--- src/rtl/alu_ctrl_decode_stage_if.sv ---
// Decode-stage bus: fetch-side instr handshake, flush,
// execute-side decoded fields handshake.
interface alu_ctrl_decode_stage_if;
  logic        in_valid;
  logic        in_ready;
  logic [31:0] instr;
  logic        flush;
  logic        out_valid;
  logic        out_ready;
  logic [3:0]  alu_ctrl;
  logic [4:0]  rs1;
  logic [4:0]  rs2;
  logic [4:0]  rd;
  logic [31:0] imm;
  logic        alu_src_imm;
  logic        reg_write;
  logic        illegal;

  modport master (
    output in_valid, instr, flush, out_ready,
    input  in_ready, out_valid, alu_ctrl,
    input  rs1, rs2, rd, imm,
    input  alu_src_imm, reg_write, illegal
  );

  modport slave (
    input  in_valid, instr, flush, out_ready,
    output in_ready, out_valid, alu_ctrl,
    output rs1, rs2, rd, imm,
    output alu_src_imm, reg_write, illegal
  );
endinterface

--- src/rtl/alu_ctrl_decode_stage.sv ---
// RV32I OP/OP-IMM/LUI -> ALU control decode, one-entry
// registered stage. Ports: clk, reset (async high), bus (slave).
module alu_ctrl_decode_stage #(
  parameter int         XLEN       = 32,
  parameter logic [3:0] RESET_CTRL = 4'b0000
) (
  input  logic clk,
  input  logic reset,
  alu_ctrl_decode_stage_if.slave bus
);

  localparam logic [3:0] ADD = 4'b0000;
  localparam logic [3:0] SUB = 4'b1000;
  localparam logic [3:0] SRA = 4'b1101;
  localparam logic [6:0] F7_BASE = 7'b0000000;
  localparam logic [6:0] F7_ALT  = 7'b0100000;

  typedef struct packed {
    logic [3:0]      ctrl;
    logic [4:0]      rs1;
    logic [4:0]      rs2;
    logic [4:0]      rd;
    logic [XLEN-1:0] imm;
    logic            src_imm;
    logic            reg_write;
    logic            illegal;
  } dec_t;

  logic [6:0] opc;
  logic [2:0] f3;
  logic [6:0] f7;
  logic [4:0] shamt;
  logic       is_op;
  logic       is_opi;
  logic       is_lui;
  logic       take;
  logic       valid_q;
  dec_t       d;
  dec_t       q;

  assign opc    = bus.instr[6:0];
  assign f3     = bus.instr[14:12];
  assign f7     = bus.instr[31:25];
  assign shamt  = bus.instr[24:20];
  assign is_op  = (opc == 7'b0110011);
  assign is_opi = (opc == 7'b0010011);
  assign is_lui = (opc == 7'b0110111);

  always_comb begin
    d         = '0;
    d.ctrl    = ADD;
    d.rs1     = bus.instr[19:15];
    d.rs2     = bus.instr[24:20];
    d.rd      = bus.instr[11:7];
    unique case (1'b1)
      is_op: begin
        if (f7 == F7_BASE)
          d.ctrl = {1'b0, f3};
        else if (f7 == F7_ALT && f3 == 3'b000)
          d.ctrl = SUB;
        else if (f7 == F7_ALT && f3 == 3'b101)
          d.ctrl = SRA;
        else
          d.illegal = 1'b1;
      end
      is_opi: begin
        // ADDI keeps funct3 map only; imm bit 30 never selects SUB
        d.src_imm = 1'b1;
        d.ctrl    = {1'b0, f3};
        d.imm     = {{20{bus.instr[31]}}, bus.instr[31:20]};
        if (f3 == 3'b001) begin
          d.imm     = {27'b0, shamt};
          d.illegal = (f7 != F7_BASE);
        end else if (f3 == 3'b101) begin
          d.imm = {27'b0, shamt};
          if (f7 == F7_ALT)
            d.ctrl = SRA;
          else
            d.illegal = (f7 != F7_BASE);
        end
      end
      is_lui: begin
        d.src_imm = 1'b1;
        d.rs1     = 5'd0;
        d.imm     = {bus.instr[31:12], 12'b0};
      end
      default: d.illegal = 1'b1;
    endcase
    if (d.illegal) begin
      d.ctrl    = ADD;
      d.src_imm = 1'b0;
      d.imm     = '0;
    end
    d.reg_write = !d.illegal && (d.rd != 5'd0);
  end

  assign bus.in_ready = !valid_q || bus.out_ready;
  assign take = bus.in_valid && bus.in_ready;

  always_ff @(posedge clk or posedge reset) begin
    if (reset) begin
      valid_q <= 1'b0;
      q       <= '0;
    end else if (bus.flush) begin
      valid_q <= 1'b0;
    end else if (take) begin
      valid_q <= 1'b1;
      q       <= d;
    end else if (bus.out_ready) begin
      valid_q <= 1'b0;
    end
  end

  assign bus.out_valid   = valid_q;
  assign bus.alu_ctrl    = valid_q ? q.ctrl : RESET_CTRL;
  assign bus.rs1         = q.rs1;
  assign bus.rs2         = q.rs2;
  assign bus.rd          = q.rd;
  assign bus.imm         = q.imm;
  assign bus.alu_src_imm = q.src_imm;
  assign bus.reg_write   = q.reg_write;
  assign bus.illegal     = q.illegal;

endmodule

--- src/flat_wrapper.sv ---
// flat-port wrapper written by rule: the top's interface ports become plain ports
module alu_ctrl_decode_stage_flat 
#(
  parameter int         XLEN       = 32,
  parameter logic [3:0] RESET_CTRL = 4'b0000
)
  (clk, reset, bus_in_valid, bus_instr, bus_flush, bus_out_ready, bus_in_ready, bus_out_valid, bus_alu_ctrl, bus_rs1, bus_rs2, bus_rd, bus_imm, bus_alu_src_imm, bus_reg_write, bus_illegal);
  alu_ctrl_decode_stage_if bus_i ();
  input  logic clk;
  input  logic reset;
  input wire logic [$bits(bus_i.in_valid)-1:0] bus_in_valid;
  input wire logic [$bits(bus_i.instr)-1:0] bus_instr;
  input wire logic [$bits(bus_i.flush)-1:0] bus_flush;
  input wire logic [$bits(bus_i.out_ready)-1:0] bus_out_ready;
  output wire logic [$bits(bus_i.in_ready)-1:0] bus_in_ready;
  output wire logic [$bits(bus_i.out_valid)-1:0] bus_out_valid;
  output wire logic [$bits(bus_i.alu_ctrl)-1:0] bus_alu_ctrl;
  output wire logic [$bits(bus_i.rs1)-1:0] bus_rs1;
  output wire logic [$bits(bus_i.rs2)-1:0] bus_rs2;
  output wire logic [$bits(bus_i.rd)-1:0] bus_rd;
  output wire logic [$bits(bus_i.imm)-1:0] bus_imm;
  output wire logic [$bits(bus_i.alu_src_imm)-1:0] bus_alu_src_imm;
  output wire logic [$bits(bus_i.reg_write)-1:0] bus_reg_write;
  output wire logic [$bits(bus_i.illegal)-1:0] bus_illegal;
  assign bus_i.in_valid = bus_in_valid;
  assign bus_i.instr = bus_instr;
  assign bus_i.flush = bus_flush;
  assign bus_i.out_ready = bus_out_ready;
  assign bus_in_ready = bus_i.in_ready;
  assign bus_out_valid = bus_i.out_valid;
  assign bus_alu_ctrl = bus_i.alu_ctrl;
  assign bus_rs1 = bus_i.rs1;
  assign bus_rs2 = bus_i.rs2;
  assign bus_rd = bus_i.rd;
  assign bus_imm = bus_i.imm;
  assign bus_alu_src_imm = bus_i.alu_src_imm;
  assign bus_reg_write = bus_i.reg_write;
  assign bus_illegal = bus_i.illegal;
  alu_ctrl_decode_stage #(.XLEN(XLEN), .RESET_CTRL(RESET_CTRL)) u_core (.clk(clk), .reset(reset), .bus(bus_i));
endmodule
--- config.mk ---
export PLATFORM = sky130hd
export DESIGN_NAME = alu_ctrl_decode_stage_flat
export DESIGN_NICKNAME = d
export VERILOG_FILES = /design/src/rtl/alu_ctrl_decode_stage_if.sv /design/src/rtl/alu_ctrl_decode_stage.sv /design/src/flat_wrapper.sv
export SDC_FILE = /design/constraint.sdc
export NUM_CORES = 1
export LEC_CHECK = 0
export CELL_PAD_IN_SITES_DETAIL_PLACEMENT = 1
export CELL_PAD_IN_SITES_GLOBAL_PLACEMENT = 2
export CORE_MARGIN = 2
export CORE_UTILIZATION = 25
export CTS_BUF_LIST = sky130_fd_sc_hd__clkbuf_2 sky130_fd_sc_hd__clkbuf_4 sky130_fd_sc_hd__clkbuf_8
export DETAILED_ROUTE_END_ITERATION = 8
export PLACE_DENSITY_LB_ADDON = 0.1
export SYNTH_ARGS = -nofsm -noshare
export SYNTH_HDL_FRONTEND = slang
export SYNTH_SLANG_ARGS = --single-unit
--- constraint.sdc ---
create_clock -name clk -period 1.82 [get_ports clk]
set_clock_uncertainty 0.15 [all_clocks]
set_input_delay 0.182 -clock clk [delete_from_list [all_inputs] [get_ports clk]]
set_output_delay 0.182 -clock clk [all_outputs]
set_load 0.02 [all_outputs]
==> qor.csv <==
stage;metric;value;unit
routing;Iteration-0 DRC Markers;50;
global_route;pin count of the biggest net entering global routing;56;
power_and_ir_drop;portion of total power attributed to sequential cells;50.9;%
cts;CTS Buffer Depth;2;
floorplan;area enclosed by the die boundary;0.0119;mm^2
power_and_ir_drop;proportion of power drawn by combinational gates;19.7;%
yosys;number of synthesized register bits;55;
yosys;count of unique library cells instantiated by Yosys;38;
cts;Inserted Clock Buffers;5;
yosys;fraction of registers with async set or reset after synthesis;100;%
power_and_ir_drop;static leakage;1.92;nW
global_route;antenna violations before repair;0;
critical_path;Crit Reg-Reg Endpoint;u_core.bus.imm[24]$_DFFE_PP0P_;
routing;Residual DRC;0;
power_and_ir_drop;Switch Pwr;0.750;mW
sta;Final WS setup;-0.213;ns
sta;measured slew at the worst slew-check pin;0.351;ns
global_route;Tot GR Track Use;15.0;%
yosys;Seq/Total Area, Yosys;50.1;%
critical_path;worst reg2reg path startpoint;u_core.bus.out_valid$_DFFE_PP0P_;
yosys;Yosys warning total;0;
cells_and_area;Final Cell Area;0.00414;mm^2
cts;Worst-path clk slew;0.11;ns
cts;TritonCTS clock tree;done;
routing;routed length per instance;16.3;um
cts;Clock Latency Late Sink;0.31;ns
critical_path;crit-path leading delay family;simple AND/OR/NAND/NOR gates;
cells_and_area;number of filler instances in the final layout;1241;
critical_path;CP bufs+invs;0;
floorplan;Initial Utilization;25.5;%
routing;1st-pass router iterations;4;
yosys;synthesized area per cell;9.41;um^2
cells_and_area;number of cells in the finished layout apart from fillers;521;
critical_path;depth of the most critical reg-to-reg path;5;
run_status;failing checks;setup timing;
yosys;total nets after synthesis;329;
sta;unrepaired setup endpoints after global routing;yes;
place;HPWL Detailed;5820;um
power_and_ir_drop;switching share of power;29.3;%
run_status;result of the run;complete, but fails checks;
critical_path;critical path required time;1.93;ns
power_and_ir_drop;power density of the placed cells;618;mW/mm^2
sta;tightest slew margin relative to the limit;76.3;%
sta;final worst path period share;112;%
global_route;overflow left after global routing;0;
global_route;number of global-route vias before repair;2576;
critical_path;start-to-end type of the worst setup path;reg -> reg;
critical_path;crit path cell chain;nor2b_4 > nor4b_4 > o2111ai_4 > or4b_4 > nand3_1;
critical_path;crit-path max FO;6;
yosys;post-synthesis share of cell area spent on xor and xnor gates;0.319;%
sta;final hold vios;0;
floorplan;num ports;93;
sta;minimum clock period;2.03;ns
sta;upper clock frequency limit;0.492;GHz
power_and_ir_drop;Max IR drop VDD;0.000270;V
routing;number of routed nets with antenna violations;0;
cts;count of H-tree levels built during CTS;2;
sta;final hold slack;0.0804;ns
place;RePlAce Congestion;0.767;
yosys;gate count after technology mapping;292;
floorplan;die extent in y;109;um
cells_and_area;antenna diode count;0;
yosys;synthesized-area fraction occupied by adder cells;0;%
yosys;combinational family with the most area after synthesis;simple AND/OR/NAND/NOR gates;
yosys;number of synthesized flops with an enable pin;0;
routing;Total Routed Length;8520;um
critical_path;launching element type of the critical path;flip-flop;
sta;number of pins exceeding their max-slew limit in the final report;0;
cells_and_area;Nets;417;
place;port bufs;92;
place;Placed Cells incl. Taps;506;
global_route;global-route wire length before repair;13600;um
critical_path;slack of the worst reg-to-reg path;-0.21;ns
critical_path;highest cell delay on the worst timing path;0.61;ns
power_and_ir_drop;Clock power frac;29.4;%
cts;root buffer cell;clkbuf_8;
critical_path;data arrival time of the worst path;2.14;ns
sta;final-report setup violation count;38;
hold_path;min-delay worst type;in -> async;
yosys;prevailing post-synth register cell;dfrtp_1;
yosys;synthesized-area fraction occupied by ao, oa, aoi and oai cells;14.4;%
cells_and_area;Area Overhead vs Synth;50.6;%
critical_path;Critical Path Slowest Stage Cell;or4b_4;
routing;routed vias;2351;
cells_and_area;fraction of layout cells with a size suffix above 1;24.4;%
floorplan;Die W;109;um
place;worst setup slack before clock tree synthesis;-0.743;ns
run;max-capacitance violation count;0;
floorplan;area of the core;0.0108;mm^2
floorplan;row cnt;38;
power_and_ir_drop;P_int;1.81;mW
yosys;fraction of the mapped netlist area in simple logic gates;20.0;%
place;placed inst area;0.00380;mm^2
cts;number of sinks on the clock net;55;
critical_path;CP endpoint kind;flip-flop;
yosys;multiplexer share of the synthesized area;0;%
routing;via-per-instance ratio;4.51;
yosys;summed instance area of the synthesized netlist;0.00275;mm^2
-- state kept, by name, summed over array words and instances (netlist names) --
name and count:
u_core.bus.imm 32, u_core.bus.rd 5, u_core.bus.rs1 5, u_core.bus.rs2 5, u_core.q 4, u_core.bus.alu_src_imm 1, u_core.bus.illegal 1, u_core.bus.out_valid 1
u_core.bus.reg_write 1
-- power by group through the flow --
stage          Clock (mW)  Sequential (mW)  Combinational, mW
6_report            0.751             1.30              0.505
5_1_grt             0.830             1.31              0.556
4_1_cts             0.795             1.30              0.510
3_5_place_dp            0             1.33              0.502
3_3_place_gp            0             1.33              0.502
2_1_floorplan           0             1.32              0.265
-- worst min-delay path: stages --
cell	delay, ns
clkdlybuf4s50_1	0.42
inv_2	0.07
buf_12	0.27
-- synthesized netlist by cell type, types with 2 or more instances --
library cell | number | share of area (%)
buf_4 | 47 | 13
nor2_1 | 7 | 0.96
nand2b_1 | 2 | 0.46
nand3b_1 | 2 | 0.55
a21oi_1 | 7 | 1.3
o41ai_1 | 2 | 0.64
o21ai_0 | 20 | 3.6
nor3_1 | 2 | 0.36
inv_1 | 4 | 0.55
a22o_1 | 11 | 3.5
dfrtp_1 | 55 | 50
nor3b_1 | 2 | 0.55
or3_1 | 2 | 0.46
a31oi_1 | 2 | 0.46
a2bb2oi_1 | 10 | 3.2
nand3_1 | 4 | 0.73
clkbuf_1 | 9 | 1.2
and2_1 | 4 | 0.91
nand2_1 | 79 | 11
nor2b_1 | 3 | 0.68
-- cells in the final DEF (no fill, tap or decap), types with 3 or more instances in the layout --
master / instances
clkdlybuf4s50_1: 76
nand2_1: 73
nor2_1: 7
a22o_1: 11
buf_12: 3
and2_1: 4
a2bb2oi_1: 10
buf_6: 4
o21ai_2: 12
o21ai_0: 7
clkdlybuf4s15_1: 3
dlymetal6s2s_1: 4
nand2_2: 6
inv_1: 3
clkbuf_8: 5
dfrtp_1: 54
nand3_1: 4
a21oi_1: 7
buf_4: 38
dlygate4sd2_1: 7
-- metrics by stage --
| stage | total power, mW | util [%] | TNS (ns) |
|---|---|---|---|
| 2_1_floorplan | 1.59 | - | -2.57 |
| 3_3_place_gp | 1.83 | 35.2 | -24.29 |
| 3_5_place_dp | 1.83 | 35.2 | -25.67 |
| 4_1_cts | 2.61 | 36.9 | -6.77 |
| 5_1_grt | 2.70 | 38.4 | -7.82 |
| 6_report | 2.56 | 38.4 | -4.43 |
-- cell type report --
class	count	area, um^2	share of cell area [%]
clock inverter	3	27.5	0.665
clock buffer	5	68.8	1.66
multi-input combinational	176	1150	27.7
timing repair buffer	138	1330	32.1
sequential	55	1380	33.3
inverter	4	15.0	0.363
tap	140	175	4.23
-- layer usage --
layer	track usage, %	up-vias	wire length, um
met1	19.7	1171	3810
met5	0	-	0
li1	-	1124	-
met3	3.05	5	390
met4	3.11	0	61
met2	25.6	51	4250
-- repair_timing --
| action | CTS | global route |
|---|---|---|
| setup buffers | 4 | 2 |
| pin swaps | 15 | 18 |
| cloned | 1 | 1 |
| hold buffers | 0 | 0 |
| resized for setup | 22 | 53 |
| endpoints found under the hold margin | 0 | 0 |
| endpoints found under the setup margin | 43 | 43 |
-- worst max-delay path by stage --
stage,startpoint,end,slack (ns),cells after the start
2_1_floorplan,u_core.bus.out_valid$_DFFE_PP0P_,u_core.bus.imm[22]$_DFFE_PP0P_,-0.17,6
3_5_place_dp,bus_instr[26],u_core.bus.imm[13]$_DFFE_PP0P_,-0.74,6
6_report,u_core.bus.out_valid$_DFFE_PP0P_,u_core.bus.imm[24]$_DFFE_PP0P_,-0.21,5
3_3_place_gp,bus_instr[26],u_core.bus.imm[24]$_DFFE_PP0P_,-0.70,6
5_1_grt,u_core.bus.out_valid$_DFFE_PP0P_,u_core.bus.imm[24]$_DFFE_PP0P_,-0.31,5
4_1_cts,u_core.bus.out_valid$_DFFE_PP0P_,u_core.bus.imm[19]$_DFFE_PP0P_,-0.26,5
-- logic make-up (layout without fill, tap and decap cells) --
logic type             count (synthesis)  count (layout)
buffers and inverters                 62             150
flip-flops                            55              55
AND/OR/NAND/NOR                      117             118
AO/OA/AOI/OAI                         57              57
XOR/XNOR                               1               1
No activity file was read; power rests on OpenSTA's default activity.
